### src/rtl/pipe_stage_fifo.sv
`timescale 1ns/1ps
// Elastic DEPTH-entry buffer between pipeline stages. A pipeline flush discards its contents and counts the dropped beats.
// Latency: a push at edge N shows on out_* in cycle N+1. There is no bypass path.
// Backpressure: in_ready_o comes only from the registered occupancy and flush_i. It drops once DEPTH beats are held.
module pipe_stage_fifo #(
    parameter int   DATA_W = 96,
    parameter int   DEPTH  = 2,
    localparam int  CNT_W  = $clog2(DEPTH + 1)
) (
    input  logic              clk,
    input  logic              rst_n,
    input  logic              flush_i,
    input  logic              in_valid_i,
    output logic              in_ready_o,
    input  logic [DATA_W-1:0] in_data_i,
    output logic              out_valid_o,
    input  logic              out_ready_i,
    output logic [DATA_W-1:0] out_data_o,
    output logic [CNT_W-1:0]  count_o,
    output logic [15:0]       drop_cnt_o
);

    localparam int PTR_W = (DEPTH > 1) ? $clog2(DEPTH) : 1;
    localparam logic [PTR_W-1:0] PTR_LAST = PTR_W'(DEPTH - 1);
    localparam logic [CNT_W-1:0] CNT_FULL = CNT_W'(DEPTH);

    logic [DATA_W-1:0] mem_q [DEPTH];
    logic [DATA_W-1:0] mem_d [DEPTH];
    logic [PTR_W-1:0]  wr_ptr_q, wr_ptr_d;
    logic [PTR_W-1:0]  rd_ptr_q, rd_ptr_d;
    logic [CNT_W-1:0]  cnt_q, cnt_d;
    logic [15:0]       drop_q, drop_d;

    logic              not_empty;
    logic              push;
    logic              pop;
    logic [16:0]       drop_sum;

    assign not_empty   = (cnt_q != '0);
    assign in_ready_o  = (cnt_q != CNT_FULL) | flush_i;
    assign out_valid_o = not_empty & ~flush_i;
    assign out_data_o  = not_empty ? mem_q[rd_ptr_q] : '0;
    assign count_o     = cnt_q;
    assign drop_cnt_o  = drop_q;

    // A flush accepts the incoming beat but never stores it.
    assign push = in_valid_i & in_ready_o & ~flush_i;
    assign pop  = out_valid_o & out_ready_i;

    // Resident entries plus the incoming beat. The 17th bit detects overflow for saturation.
    assign drop_sum = {1'b0, drop_q} + 17'(cnt_q) + 17'(in_valid_i);

    always_comb begin
        wr_ptr_d = wr_ptr_q;
        rd_ptr_d = rd_ptr_q;
        cnt_d    = cnt_q;
        drop_d   = drop_q;

        if (flush_i) begin
            wr_ptr_d = '0;
            rd_ptr_d = '0;
            cnt_d    = '0;
            drop_d   = drop_sum[16] ? 16'hFFFF : drop_sum[15:0];
        end else begin
            if (push) begin
                wr_ptr_d = (wr_ptr_q == PTR_LAST) ? '0 : wr_ptr_q + 1'b1;
            end
            if (pop) begin
                rd_ptr_d = (rd_ptr_q == PTR_LAST) ? '0 : rd_ptr_q + 1'b1;
            end
            case ({push, pop})
                2'b10:   cnt_d = cnt_q + 1'b1;
                2'b01:   cnt_d = cnt_q - 1'b1;
                default: cnt_d = cnt_q;
            endcase
        end
    end

    always_comb begin
        for (int i = 0; i < DEPTH; i++) begin
            mem_d[i] = mem_q[i];
        end
        if (push) begin
            mem_d[wr_ptr_q] = in_data_i;
        end
    end

    always_ff @(posedge clk or negedge rst_n) begin
        if (!rst_n) begin
            wr_ptr_q <= '0;
            rd_ptr_q <= '0;
            cnt_q    <= '0;
            drop_q   <= '0;
        end else begin
            wr_ptr_q <= wr_ptr_d;
            rd_ptr_q <= rd_ptr_d;
            cnt_q    <= cnt_d;
            drop_q   <= drop_d;
        end
    end

    // The payload array has no reset. out_data_o is masked while the buffer is empty.
    always_ff @(posedge clk) begin
        for (int i = 0; i < DEPTH; i++) begin
            mem_q[i] <= mem_d[i];
        end
    end

endmodule

### config.mk
export PLATFORM = sky130hd
export DESIGN_NAME = pipe_stage_fifo
export DESIGN_NICKNAME = d
export VERILOG_FILES = /design/src/rtl/pipe_stage_fifo.sv
export SDC_FILE = /design/constraint.sdc
export NUM_CORES = 1
export LEC_CHECK = 0
export BUFFER_PORTS_ARGS = -buffer_cell sky130_fd_sc_hd__buf_2
export CORE_MARGIN = 2
export CORE_UTILIZATION = 45
export DETAILED_ROUTE_END_ITERATION = 7
export PLACE_DENSITY = 0.71
export SYNTH_ARGS = -nofsm -noshare
export SYNTH_HDL_FRONTEND = slang
export SYNTH_SLANG_ARGS = --single-unit
export TNS_END_PERCENT = 50
### constraint.sdc
create_clock -name clk -period 7.7 [get_ports clk]
set_clock_uncertainty 0.15 [all_clocks]
set_input_delay 1.54 -clock clk [delete_from_list [all_inputs] [get_ports clk]]
set_output_delay 1.54 -clock clk [all_outputs]
set_load 0.01 [all_outputs]
# Yosys cells after proc, flatten, opt, wreduce, memory -nomap -nowiden
# Memory sizes are Yosys's and may differ from the RTL's.
# Index checks and enable logic that the tools add are counted.
[classes] reduce_logical=5 order_cmp=2 n_mux=14 add_sub_neg=6 eq_ne=3 bitwise=7
[op_table] op="$bwmux W192" count=1
[op_table] op="$mux W192" count=1
[op_table] op="$mux W96" count=2
[op_table] op="$demux W96 S1" count=1
[op_table] op="$add A16 B2 Y17" count=1
[op_table] op="$add A17 B1 Y17" count=1
[op_table] op="$mux W16" count=1
[op_table] op="$mux W1" count=6
[op_table] op="$reduce_bool A2 Y1" count=3
[op_table] op="$and A1 B1 Y1" count=4
[op_table] op="$pmux W2 S2" count=1
[op_table] op="$reduce_bool A3 Y1" count=1
[op_table] op="$add A1 B1 Y1 const B" count=2
[op_table] op="$add A2 B1 Y2 const B" count=1
[op_table] op="$eq A2 B1 Y1 const B" count=1
[op_table] op="$eq A2 B2 Y1 const B" count=1
[op_table] op="$ge A2 B2 Y1 const B" count=1
[op_table] op="$lt A2 B1 Y1 const B" count=1
[op_table] op="$mux W2" count=1
[op_table] op="$ne A2 B2 Y1 const B" count=1
[op_table] op="$not A1 Y2" count=1
[op_table] op="$sub A2 B1 Y2 const B" count=1
[op_table] op="$logic_and A1 B1 Y1" count=1
[op_table] op="$not A1 Y1" count=1
[op_table] op="$or A1 B1 Y1" count=1
[word_totals] register_bits=20 mem_bits_rw=192 mem_count=1 word_cells=42 input_bits=101
[mem_list] name="mem_q" depth=2 width=96 read_ports=3 rd_clocked_by_memory_dff=0 write_ports=2 line="27" source="logic [DATA_W-1:0] mem_q [DEPTH];"

# Longest topological paths before layout
# Gate-level depths: netlist (run 1).
[depth] ltp_word=7 depth_mapped=9 mapped_depth_nobuf=7

# Worst setup path before layout (run 1)
# No wires, ideal clock.
[synth_timing] path_type="input port to flip-flop" from="input port flush_i" to="memory mem_q[1][0] (enable)" required_ns=6.862 setup_slack_ns=-1.907 path_buffers=0 arrival_time_ns=8.769 path_stages=3 cell_sequence="or3b_2 > nand2_1 > nor3b_1"
[synth_lines] element="start, declared" line="12" source="input logic flush_i,"
[synth_lines] element="end, declared" line="27"

# Worst setup path in the final report (run 1)
[layout_timing] from="register rd_ptr_q" to="output port out_data_o[87]"
[layout_between] elab_chain_cells=2
[layout_lines] element="start, declared" line="30" source="logic [PTR_W-1:0] rd_ptr_q, rd_ptr_d;"
[layout_lines] element="start signal, assigned" line="96" source="rd_ptr_q <= rd_ptr_d;"
[layout_lines] element="$mem_v2 Z2 W96"
[layout_lines] element="$mux W96" line="42" source="assign out_data_o = not_empty ? mem_q[rd_ptr_q] : '0;"
[layout_lines] element="end, declared" line="18" source="output logic [DATA_W-1:0] out_data_o,"
# Every way passes these cells.

==> results of run 1 <==
==> registers in the layout, indices dropped and copies added (netlist names) <==
name and cells:
wr_ptr_q 1, mem_q 192, count_o 2, drop_cnt_o 16
rd_ptr_q 1
==> cell families after synthesis <==
family / synth area share, %
DFF: 75.9
muxes: 11.9
xor gates and xnor gates: 0.955
adders and majority gates: 0.637
AOI/OAI and AO/OA: 1.32
and+or+nand+nor: 7.70
buffers and inverters: 1.58
==> power groups by stage <==
stage | Combinational, uW | Sequential [uW] | Clock, uW
after floorplan | 176 | 1390 | 0
after global placement | 296 | 1390 | 0
after detailed placement | 305 | 1400 | 0
after CTS | 308 | 1370 | 1180
after global routing | 335 | 1380 | 1220
final | 303 | 1370 | 1150
==> stage by stage <==
stage	setup slack, ns	setup TNS, ns	total power [uW]
floorplan	-1.42	-136.61	1570
global placement	3.58	0	1690
detailed placement	3.52	0	1700
CTS	3.00	0	2860
global route	2.90	0	2940
finish	3.04	0	2830
==> worst paths after layout <==
kind | to | slack [ns]
min | drop_cnt_o[0]$_DFFE_PN0P_ | 0.41
max in group asynchronous | rd_ptr_q$_DFFE_PN0P_ | 6.19
min in group asynchronous | drop_cnt_o[11]$_DFFE_PN0P_ | 0.84
max | out_data_o[87] | 3.04
min reg2reg | drop_cnt_o[0]$_DFFE_PN0P_ | 0.41
max reg2reg | mem_q[1][62]$_DFFE_PP_ | 4.82
==> area by class of cell <==
cell class | instances | area, um^2
Timing Repair Buffer | 222 | 1130
Multi-Input combinational cell | 278 | 1880
Fill cell | 1424 | 7590
Tap cell | 229 | 287
Inverter | 3 | 11.3
Sequential cell | 212 | 6270
Clock buffer | 25 | 583
Clock inverter | 16 | 216
==> worst min-delay path: stages (launching register included) <==
cell and delay, ns:
sky130_fd_sc_hd__dfrtp_1 0.38, sky130_fd_sc_hd__mux2i_1 0.09, sky130_fd_sc_hd__nand2_1 0.06
==> cell usage after synthesis, types with 4 or more instances <==
library cell / instances
sky130_fd_sc_hd__edfxtp_1: 192
sky130_fd_sc_hd__buf_2: 17
sky130_fd_sc_hd__o21ai_0: 8
sky130_fd_sc_hd__nand3_1: 7
sky130_fd_sc_hd__nand4_1: 4
sky130_fd_sc_hd__clkbuf_1: 7
sky130_fd_sc_hd__and3_1: 4
sky130_fd_sc_hd__dfrtp_1: 20
sky130_fd_sc_hd__mux2i_1: 97
sky130_fd_sc_hd__a21oi_1: 5
sky130_fd_sc_hd__xor2_1: 6
sky130_fd_sc_hd__nand2_1: 16
sky130_fd_sc_hd__nor2_1: 104
==> routing by layer <==
layer	vias up	part of all wire [%]	global-route usage (%)
li1	2355	-	-
met1	2393	41	21.3
met2	181	49	28.7
met3	33	8.2	5.54
met4	2	2.0	4.09
met5	-	0.077	0
==> cells in the final DEF (no fill, tap or decap), types with 3 or more instances in the layout <==
master,instances
sky130_fd_sc_hd__inv_6,3
sky130_fd_sc_hd__clkinv_2,4
sky130_fd_sc_hd__and3_1,4
sky130_fd_sc_hd__xnor2_1,3
sky130_fd_sc_hd__nand3_1,7
sky130_fd_sc_hd__o21ai_0,8
sky130_fd_sc_hd__nor2_1,103
sky130_fd_sc_hd__nand2_1,16
sky130_fd_sc_hd__a21oi_1,5
sky130_fd_sc_hd__edfxtp_1,192
sky130_fd_sc_hd__inv_1,3
sky130_fd_sc_hd__buf_4,6
sky130_fd_sc_hd__bufinv_16,5
sky130_fd_sc_hd__clkbuf_16,23
sky130_fd_sc_hd__mux2i_1,97
sky130_fd_sc_hd__nor2b_1,3
sky130_fd_sc_hd__nand4_1,4
sky130_fd_sc_hd__clkinv_1,3
sky130_fd_sc_hd__dfrtp_1,19
sky130_fd_sc_hd__buf_2,216
sky130_fd_sc_hd__xor2_1,6
==> out/summary.md, run 1 <==
Floorplanning
- Die Wd: 139 um
- starting utilization of the core area: 45.9%
- area of the core: 0.0180 mm^2
- die footprint: 0.0194 mm^2
- number of top-level pins: 217
- Site Rows: 49
- die height: 139 um

Hold path
- beginning of the worst hold path: drop_cnt_o[0]$_DFFE_PN0P_
- cell count of the worst hold path: 2
- path category of the worst min-delay check: reg2reg

Power
- leakage power of the design: 0.00411 uW
- cell-internal power: 2170 uW
- combinational share of power: 10.7%
- relative contribution of sequential cells to total power: 48.5%
- share of total power consumed by net switching: 23.3%
- fraction of power consumed by the clock network: 40.8%
- worst IR drop on VDD: 0.198 mV
- total power per unit cell area: 273 mW/mm^2
- switching pwr: 659 uW

Detailed routing
- DRC viols: 0
- Post-DRT Antenna Nets: 0
- ratio of routed vias to standard cells: 5.04
- DRC marker count from the first detailed-route iteration: 179
- routed via count: 4964
- final routed wire length divided by cell count: 17.2 um
- routed wire length: 17000 um
- drt pass-1 iters: 4

Global route
- number of global-route vias before repair: 5123
- number of antenna violations at the first check in global routing: 2
- global router's overall resource usage: 17.0%
- largest net degree at the start of global routing: 56
- global-route wire length before repair: 26700 um
- residual overflow from global routing: 0

Timing
- shortest clock period the worst path allows after layout: 4.66 ns
- transition time at the pin with the least slew margin: 1.10 ns
- total count of max-transition violations in the final report: 0
- Max Freq: 214 MHz
- Period Utilization, post-route: 60.6%
- Relative slew margins: 26.2%
- number of hold violations in the final report: 0
- unrepaired setup endpoints after global routing: false
- hold slack final: 0.412 ns
- setup violators final: 0

Setup path
- worst-path maximum fanout: 50
- element type at the critical path end: output port
- cell type group with the largest total delay on the critical path: buffers and inverters
- crit path cell chain: buf_4, mux2i_1, nor2_1, buf_2
- data required time of the worst path: 6.01 ns
- crit-path max cell delay: 1.00 ns
- critical setup path kind: reg2out
- Buffers & Inverters on Critical Path: 2
- crit path DAT: 2.97 ns
- cell with the largest stage delay on the worst path: sky130_fd_sc_hd__dfrtp_4
- critical path launch point type: flip-flop
- Critical Path Source: rd_ptr_q$_DFFE_PN0P_
- number of cell instances on the worst register-to-register path: 5
- startpoint of the worst register-to-register path: count_o[0]$_DFFE_PN0P_
- number of stages on the worst setup path: 4

Synth
- post-synthesis cell area: 0.00825 mm^2
- Synthesized Nets: 622
- synthesis warning total: 0
- area share of the largest cell type after synthesis: 69.8%
- library cells used by synthesis: 33
- sequential element share of the synthesized area: 75.9%
- most area-consuming cells after synthesis: sky130_fd_sc_hd__edfxtp_1, sky130_fd_sc_hd__mux2i_1, sky130_fd_sc_hd__dfrtp_1, sky130_fd_sc_hd__nor2_1, sky130_fd_sc_hd__buf_2
- fraction of registers with async set or reset after synthesis: 9.43%
- library cell with the largest summed area after synthesis: sky130_fd_sc_hd__edfxtp_1
- flip-flop and latch count after synthesis: 212
- Synth Area per Inst: 15.9 um^2
- most frequently used flop master after synthesis: sky130_fd_sc_hd__edfxtp_1
- cell count after synthesis: 518
- count of flip-flops with a built-in enable after synthesis: 192

Clock tree
- CTS tree: yes
- root buf cell: sky130_fd_sc_hd__clkbuf_16
- clk slew on worst S/H paths: 0.06 ns
- quantity of hold-fixing buffers added after cts: 0
- clock latency of the later-clocked register in the worst-skew pair: 0.49 ns
- number of sinks driven by the clock tree: 212
- number of clock buffers inserted by TritonCTS: 23
- Max clock buf depth: 3
- number of gates resized after CTS: 0
- Post-CTS Setup Inserts: 0
- H-tree lvl count: 1

Layout
- core utilization of the finished layout: 57.8%
- final cell area excluding filler cells: 0.0104 mm^2
- diodes inserted: 0
- nets: 844
- Synth-to-Final Area Change: 25.7%
- final cell count without fillers: 985
- fraction of final layout cells sized beyond drive strength 1: 34.9%

Job
- max-cap violation count: 0

Placed design
- IO Port Bufs: 216
- number of instances in the placed design: 944
- Detailed Place HPWL: 10800 um
- post-placement cell area: 0.00958 mm^2
- global placement routability congestion: 0.786

Status
- result of the run: complete, no violations

Note: power is estimated with default switching activity, not from simulation.
==> run 2, diff against run 1 <==
Clock period 7.7 ns to 4.2 ns, I/O delays scaled along.
==> out/summary.md, run 2 (synthesis results as in run 1) <==
Timing
- Period Utilization, post-route: 75.5%
- Relative slew margins: 45.7%, +19 points
- hold slack final: 0.135 ns, -0.277 ns
- total count of max-transition violations in the final report: 0, unchanged
- Max Freq: 315 MHz
- shortest clock period the worst path allows after layout: 3.17 ns
- number of hold violations in the final report: 0, unchanged
- transition time at the pin with the least slew margin: 0.815 ns, -0.289 ns
- Setup TNS Final: 0 ns, unchanged
- setup violators final: 0, unchanged
- unrepaired setup endpoints after global routing: false

Hold path
- path category of the worst min-delay check: in2async

Clock tree
- H-tree lvl count: 1, unchanged
- clk slew on worst S/H paths: 0.06 ns, about the same
- Post-CTS Setup Inserts: 0, unchanged
- CTS tree: yes
- Max clock buf depth: 3, unchanged
- number of gates resized after CTS: 0, unchanged
- number of sinks driven by the clock tree: 212, unchanged
- quantity of hold-fixing buffers added after cts: 0, unchanged
- number of clock buffers inserted by TritonCTS: 23, unchanged
- clock latency of the later-clocked register in the worst-skew pair: 0.50 ns, about the same
- root buf cell: sky130_fd_sc_hd__clkbuf_16

Detailed routing
- routed via count: 5016, +1.0%
- met2 layer wire length in the routed design: 7950 um, -4.6%
- DRC marker count from the first detailed-route iteration: 215, +20%
- total routed wire length on the met1 layer: 6760 um, -1.8%
- top sig layer: met4
- Post-DRT Antenna Nets: 0, unchanged
- met3 routed WL: 1620 um, +17%
- final routed wire length divided by cell count: 16.8 um, -2.3%
- drt pass-1 iters: 4, unchanged
- routed wire length: 16600 um, -1.9%
- DRC viols: 0, unchanged
- ratio of routed vias to standard cells: 5.07, +0.64%

Global route
- number of antenna violations at the first check in global routing: 1, -1
- global-route wire length before repair: 26400 um, -0.98%
- number of global-route vias before repair: 5237, +2.2%
- residual overflow from global routing: 0, unchanged
- largest net degree at the start of global routing: 57, +1.8%
- global router's overall resource usage: 16.7%, -0.23 points

Setup path
- critical setup path kind: reg2out
- crit path cell chain: buf_4, mux2i_1, nor2_1, buf_2
- crit path DAT: 2.18 ns, -0.79 ns
- data required time of the worst path: 3.21 ns, -2.80 ns
- worst-path maximum fanout: 28, -44%
- cell with the largest stage delay on the worst path: sky130_fd_sc_hd__dfrtp_4
- crit-path max cell delay: 0.65 ns, -0.35 ns
- Reg2Reg Setup Slack: 1.54 ns, -3.28 ns
- critical path launch point type: flip-flop
- element type at the critical path end: output port

Power
- total power per unit cell area: 502 mW/mm^2, +84%
- worst IR drop on VDD: 0.485 mV, +140%
- leakage power of the design: 0.00414 uW, +0.75%
- post-layout total power: 5240 uW, +85%

Status
- result of the run: complete, no violations

Floorplanning
- die footprint: 0.0194 mm^2, unchanged
- die height: 139 um, unchanged
- number of top-level pins: 217, unchanged
- starting utilization of the core area: 45.9%, unchanged
- Die Wd: 139 um, unchanged
- area of the core: 0.0180 mm^2, unchanged
- Site Rows: 49, unchanged

Job
- max-cap violation count: 0, unchanged

Layout
- Synth-to-Final Area Change: 26.6%
- commonest non-fill, non-tap cell in the layout: sky130_fd_sc_hd__buf_2
- final cell count without fillers: 989, +0.41%
- total of fill cells in the finished design: 1404, -1.4%
- nets: 846, +0.24%
- max FFs per register: 192, unchanged
- commonest non-fill, non-tap cells in the layout: sky130_fd_sc_hd__buf_2, sky130_fd_sc_hd__edfxtp_1, sky130_fd_sc_hd__nor2_1, sky130_fd_sc_hd__mux2i_1, sky130_fd_sc_hd__clkbuf_16
- fraction of final layout cells sized beyond drive strength 1: 35.3%, +0.39 points
- final cell area excluding filler cells: 0.0105 mm^2, +0.75%
- register with the highest flop count: mem_q

Placed design
- post-placement cell area: 0.00961 mm^2, +0.35%
- Detailed Place HPWL: 10900 um, +0.96%
- global placement routability congestion: 0.825, +5.0%
- IO Port Bufs: 216, unchanged
- number of instances in the placed design: 946, +0.21%

-- run 2: worst max-delay path: cells and delay by family (launching register included) --
kind,cells,cell delay (ns)
buffers and inverters,2,0.66
DFF,1,0.65
muxes,1,0.28
and+or+nand+nor,1,0.07
-- run 2: where the power goes --
group / internal [uW] / total, uW / switching [uW] / leakage (uW)
clock network: 1400 / 2170 / 770 / 0.000412
registers: 2430 / 2510 / 78.5 / 0.00202
logic: 237 / 567 / 330 / 0.00171
-- run 2: area by class of cell --
type                    instances  area (um^2)  area share (%)
multi-input cells             278         1890            18.1
repair buffers                224         1150            11.0
clock inverters                11          185            1.77
diodes                          1         2.50          0.0239
clock buffers                  31          656            6.27
inverters                       3         11.3           0.108
flip-flops and latches        212         6270            60.0
well taps                     229          287            2.74
-- run 2: through the flow --
stage	util (%)	setup slack, ns
CTS	58.2	0.961
global placement	53.5	1.22
global route	58.2	0.895
detailed placement	53.5	1.15
finish	58.2	1.03
floorplan	-	0.00563
-- run 2: final timing paths --
kind	startpoint	end	depth (start not counted)
setup reg to reg	count_o[0]$_DFFE_PN0P_	drop_cnt_o[6]$_DFFE_PN0P_	7
max in group asynchronous	rst_n	rd_ptr_q$_DFFE_PN0P_	1
setup / recovery	rd_ptr_q$_DFFE_PN0P_	out_data_o[82]	4
min in group clk	in_data_i[35]	mem_q[0][35]$_DFFE_PP_	1
hold / removal	rst_n	count_o[0]$_DFFE_PN0P_	1
hold reg to reg	drop_cnt_o[12]$_DFFE_PN0P_	drop_cnt_o[12]$_DFFE_PN0P_	1
-- run 2: layer usage --
metal | up-vias | GRT usage, %
met3 | 31 | 5.02
met5 | - | 0
li1 | 2361 | -
met4 | 0 | 4.63
met1 | 2399 | 22.0
met2 | 225 | 27.3
==> run 3, diff against run 2 <==
Clock period 4.2 ns to 2.7 ns, I/O delays scaled along.
==> out/summary.md, run 3 (synthesis results as in run 1) <==
Status
- result of the run: complete, no violations

Timing
- Period Utilization, post-route: 94.4%
- shortest clock period the worst path allows after layout: 2.55 ns
- Max Freq: 392 MHz
- total count of max-transition violations in the final report: 0, unchanged
- setup violators final: 0, unchanged
- number of hold violations in the final report: 0, unchanged
- Relative slew margins: 69.1%, +23 points
- unrepaired setup endpoints after global routing: false
- transition time at the pin with the least slew margin: 0.464 ns, -0.351 ns
- hold slack final: 0.0879 ns, -0.0474 ns
- Setup TNS Final: 0 ns, unchanged

Power
- cell-internal power: 5830 uW, +44%
- leakage power of the design: 0.00415 uW, about the same
- combinational share of power: 12.6%, +1.8 points
- fraction of power consumed by the clock network: 36.6%, -4.8 points
- total power per unit cell area: 727 mW/mm^2, +45%
- switching pwr: 1790 uW, +52%
- share of total power consumed by net switching: 23.5%, +0.99 points
- worst IR drop on VDD: 0.477 mV, -1.5%
- relative contribution of sequential cells to total power: 50.8%, +3.0 points

Global route
- global-route wire length before repair: 26900 um, +2.0%
- met1 layer usage reported by global route: 21.0%, -1.0 points
- number of antenna violations at the first check in global routing: 1, unchanged
- busiest layer in global routing: met2
- global router's overall resource usage: 17.2%, +0.49 points
- GR met2 Demand/Resource: 30.0%, +2.7 points
- residual overflow from global routing: 0, unchanged
- largest net degree at the start of global routing: 61, +7.0%
- number of global-route vias before repair: 5396, +3.0%
- grt met3 use: 5.20%, +0.17 points

Clock tree
- number of clock buffers inserted by TritonCTS: 22, -4.3%
- number of gates resized after CTS: 0, unchanged
- clock latency of the later-clocked register in the worst-skew pair: 0.49 ns, about the same
- Max clock buf depth: 3, unchanged
- CTS tree: yes
- H-tree lvl count: 1, unchanged
- number of sinks driven by the clock tree: 212, unchanged
- root buf cell: sky130_fd_sc_hd__clkbuf_16
- clk slew on worst S/H paths: 0.06 ns, about the same

Floorplanning
- Site Rows: 49, unchanged
- starting utilization of the core area: 45.9%, unchanged
- area of the core: 0.0180 mm^2, unchanged
- Die Wd: 139 um, unchanged
- die footprint: 0.0194 mm^2, unchanged
- die height: 139 um, unchanged
- number of top-level pins: 217, unchanged

Detailed routing
- DRC viols: 0, unchanged
- ratio of routed vias to standard cells: 5.06, -0.27%
- drt pass-1 iters: 4, unchanged
- DRC marker count from the first detailed-route iteration: 273, +27%
- Post-DRT Antenna Nets: 0, unchanged
- routed wire length: 17100 um, +2.5%
- routed via count: 5043, +0.54%
- final routed wire length divided by cell count: 17.1 um, +1.7%

Hold path
- beginning of the worst hold path: in_data_i[13]
- hold worst-path end: mem_q[1][13]$_DFFE_PP_
- cell count of the worst hold path: 1
- path category of the worst min-delay check: in2reg

Setup path
- worst-path maximum fanout: 60, +110%
- critical path launch point type: flip-flop
- element type at the critical path end: output port
- critical setup path kind: reg2out
- crit path DAT: 1.86 ns, -0.32 ns
- startpoint of the worst register-to-register path: count_o[0]$_DFFE_PN0P_
- capture instance of the worst register-to-register path: drop_cnt_o[11]$_DFFE_PN0P_
- Reg2Reg Setup Slack: 0.46 ns, -1.08 ns
- data required time of the worst path: 2.01 ns, -1.20 ns
- number of cell instances on the worst register-to-register path: 8, +1

Layout
- diodes inserted: 0, -1
- Synth-to-Final Area Change: 27.0%
- core utilization of the finished layout: 58.4%, +0.17 points
- nets: 857, +1.3%
- fraction of final layout cells sized beyond drive strength 1: 35.3%, about the same
- max FFs per register: 192, unchanged
- commonest non-fill, non-tap cells in the layout: sky130_fd_sc_hd__buf_2, sky130_fd_sc_hd__edfxtp_1, sky130_fd_sc_hd__nor2_1, sky130_fd_sc_hd__mux2i_1, sky130_fd_sc_hd__clkbuf_16
- register with the highest flop count: mem_q
- commonest non-fill, non-tap cell in the layout: sky130_fd_sc_hd__buf_2
- area occupied by registers: 0.00627 mm^2, about the same
- area occupied by multi-input gates: 0.00190 mm^2, +0.53%
- total of fill cells in the finished design: 1437, +2.4%

Placed design
- Detailed Place HPWL: 11400 um, +4.3%
- IO Port Bufs: 216, unchanged
- global placement routability congestion: 0.851, +3.1%

Job
- max-cap violation count: 0, unchanged

-- run 3: what timing repair did --
item / in CTS / in global routing
pin swaps: 1 / 1
endpoints found under the setup margin: 1 / 83
setup buffers: 0 / 1
hold buffers: 1 / 0
hold endpoints to repair: 20 / 0
-- run 3: how the worst max path moves through the flow --
stage | from | end | slack, ns
finish | rd_ptr_q$_DFFE_PN0P_ | out_data_o[80] | 0.15
global route | rd_ptr_q$_DFFE_PN0P_ | out_data_o[45] | 0.07
CTS | count_o[0]$_DFFE_PN0P_ | out_data_o[79] | 0.01
detailed placement | in_valid_i | drop_cnt_o[11]$_DFFE_PN0P_ | 0.11
global placement | in_valid_i | drop_cnt_o[12]$_DFFE_PN0P_ | 0.20
floorplan | count_o[1]$_DFFE_PN0P_ | mem_q[1][0]$_DFFE_PP_ | -1.13
-- run 3: power by group through the flow --
stage	Combinational, uW	Clock [uW]	Sequential [uW]
final	959	2790	3870
after global routing	1060	3000	3890
after CTS	966	2870	3880
after detailed placement	962	0	3940
after global placement	938	0	3930
after floorplan	507	0	3950
-- run 3: area by class of cell --
cell class | instances | area share [%]
inverters | 3 | 0.107
repair buffers | 236 | 12.8
multi-input cells | 278 | 18.1
clock buffers | 28 | 5.67
well taps | 229 | 2.73
clock inverters | 11 | 0.716
flip-flops and latches | 212 | 59.8
-- run 3: stage by stage --
step / worst slack [ns] / total power (uW) / cell area, um^2 / std cells
after floorplan: -1.13 / 4460 / 8290 / 518
after global placement: 0.203 / 4870 / 9780 / 956
after detailed placement: 0.107 / 4910 / 9780 / 956
after CTS: 0.00984 / 7710 / 10500 / 996
after global routing: 0.0655 / 7950 / 10500 / 997
final: 0.152 / 7620 / 10500 / 997
-- run 3: critical path, stage by stage, from the launching register on --
cell and delay (ns):
sky130_fd_sc_hd__dfrtp_4 0.44, sky130_fd_sc_hd__buf_12 0.35, sky130_fd_sc_hd__mux2i_1 0.29, sky130_fd_sc_hd__nor2_1 0.07, sky130_fd_sc_hd__buf_2 0.14
-- run 3: routing by layer --
layer / vias to the layer above / part of all wire (%)
met5: - / 0
met4: 0 / 1.8
met3: 30 / 8.0
met2: 177 / 50
met1: 2454 / 40
li1: 2382 / -
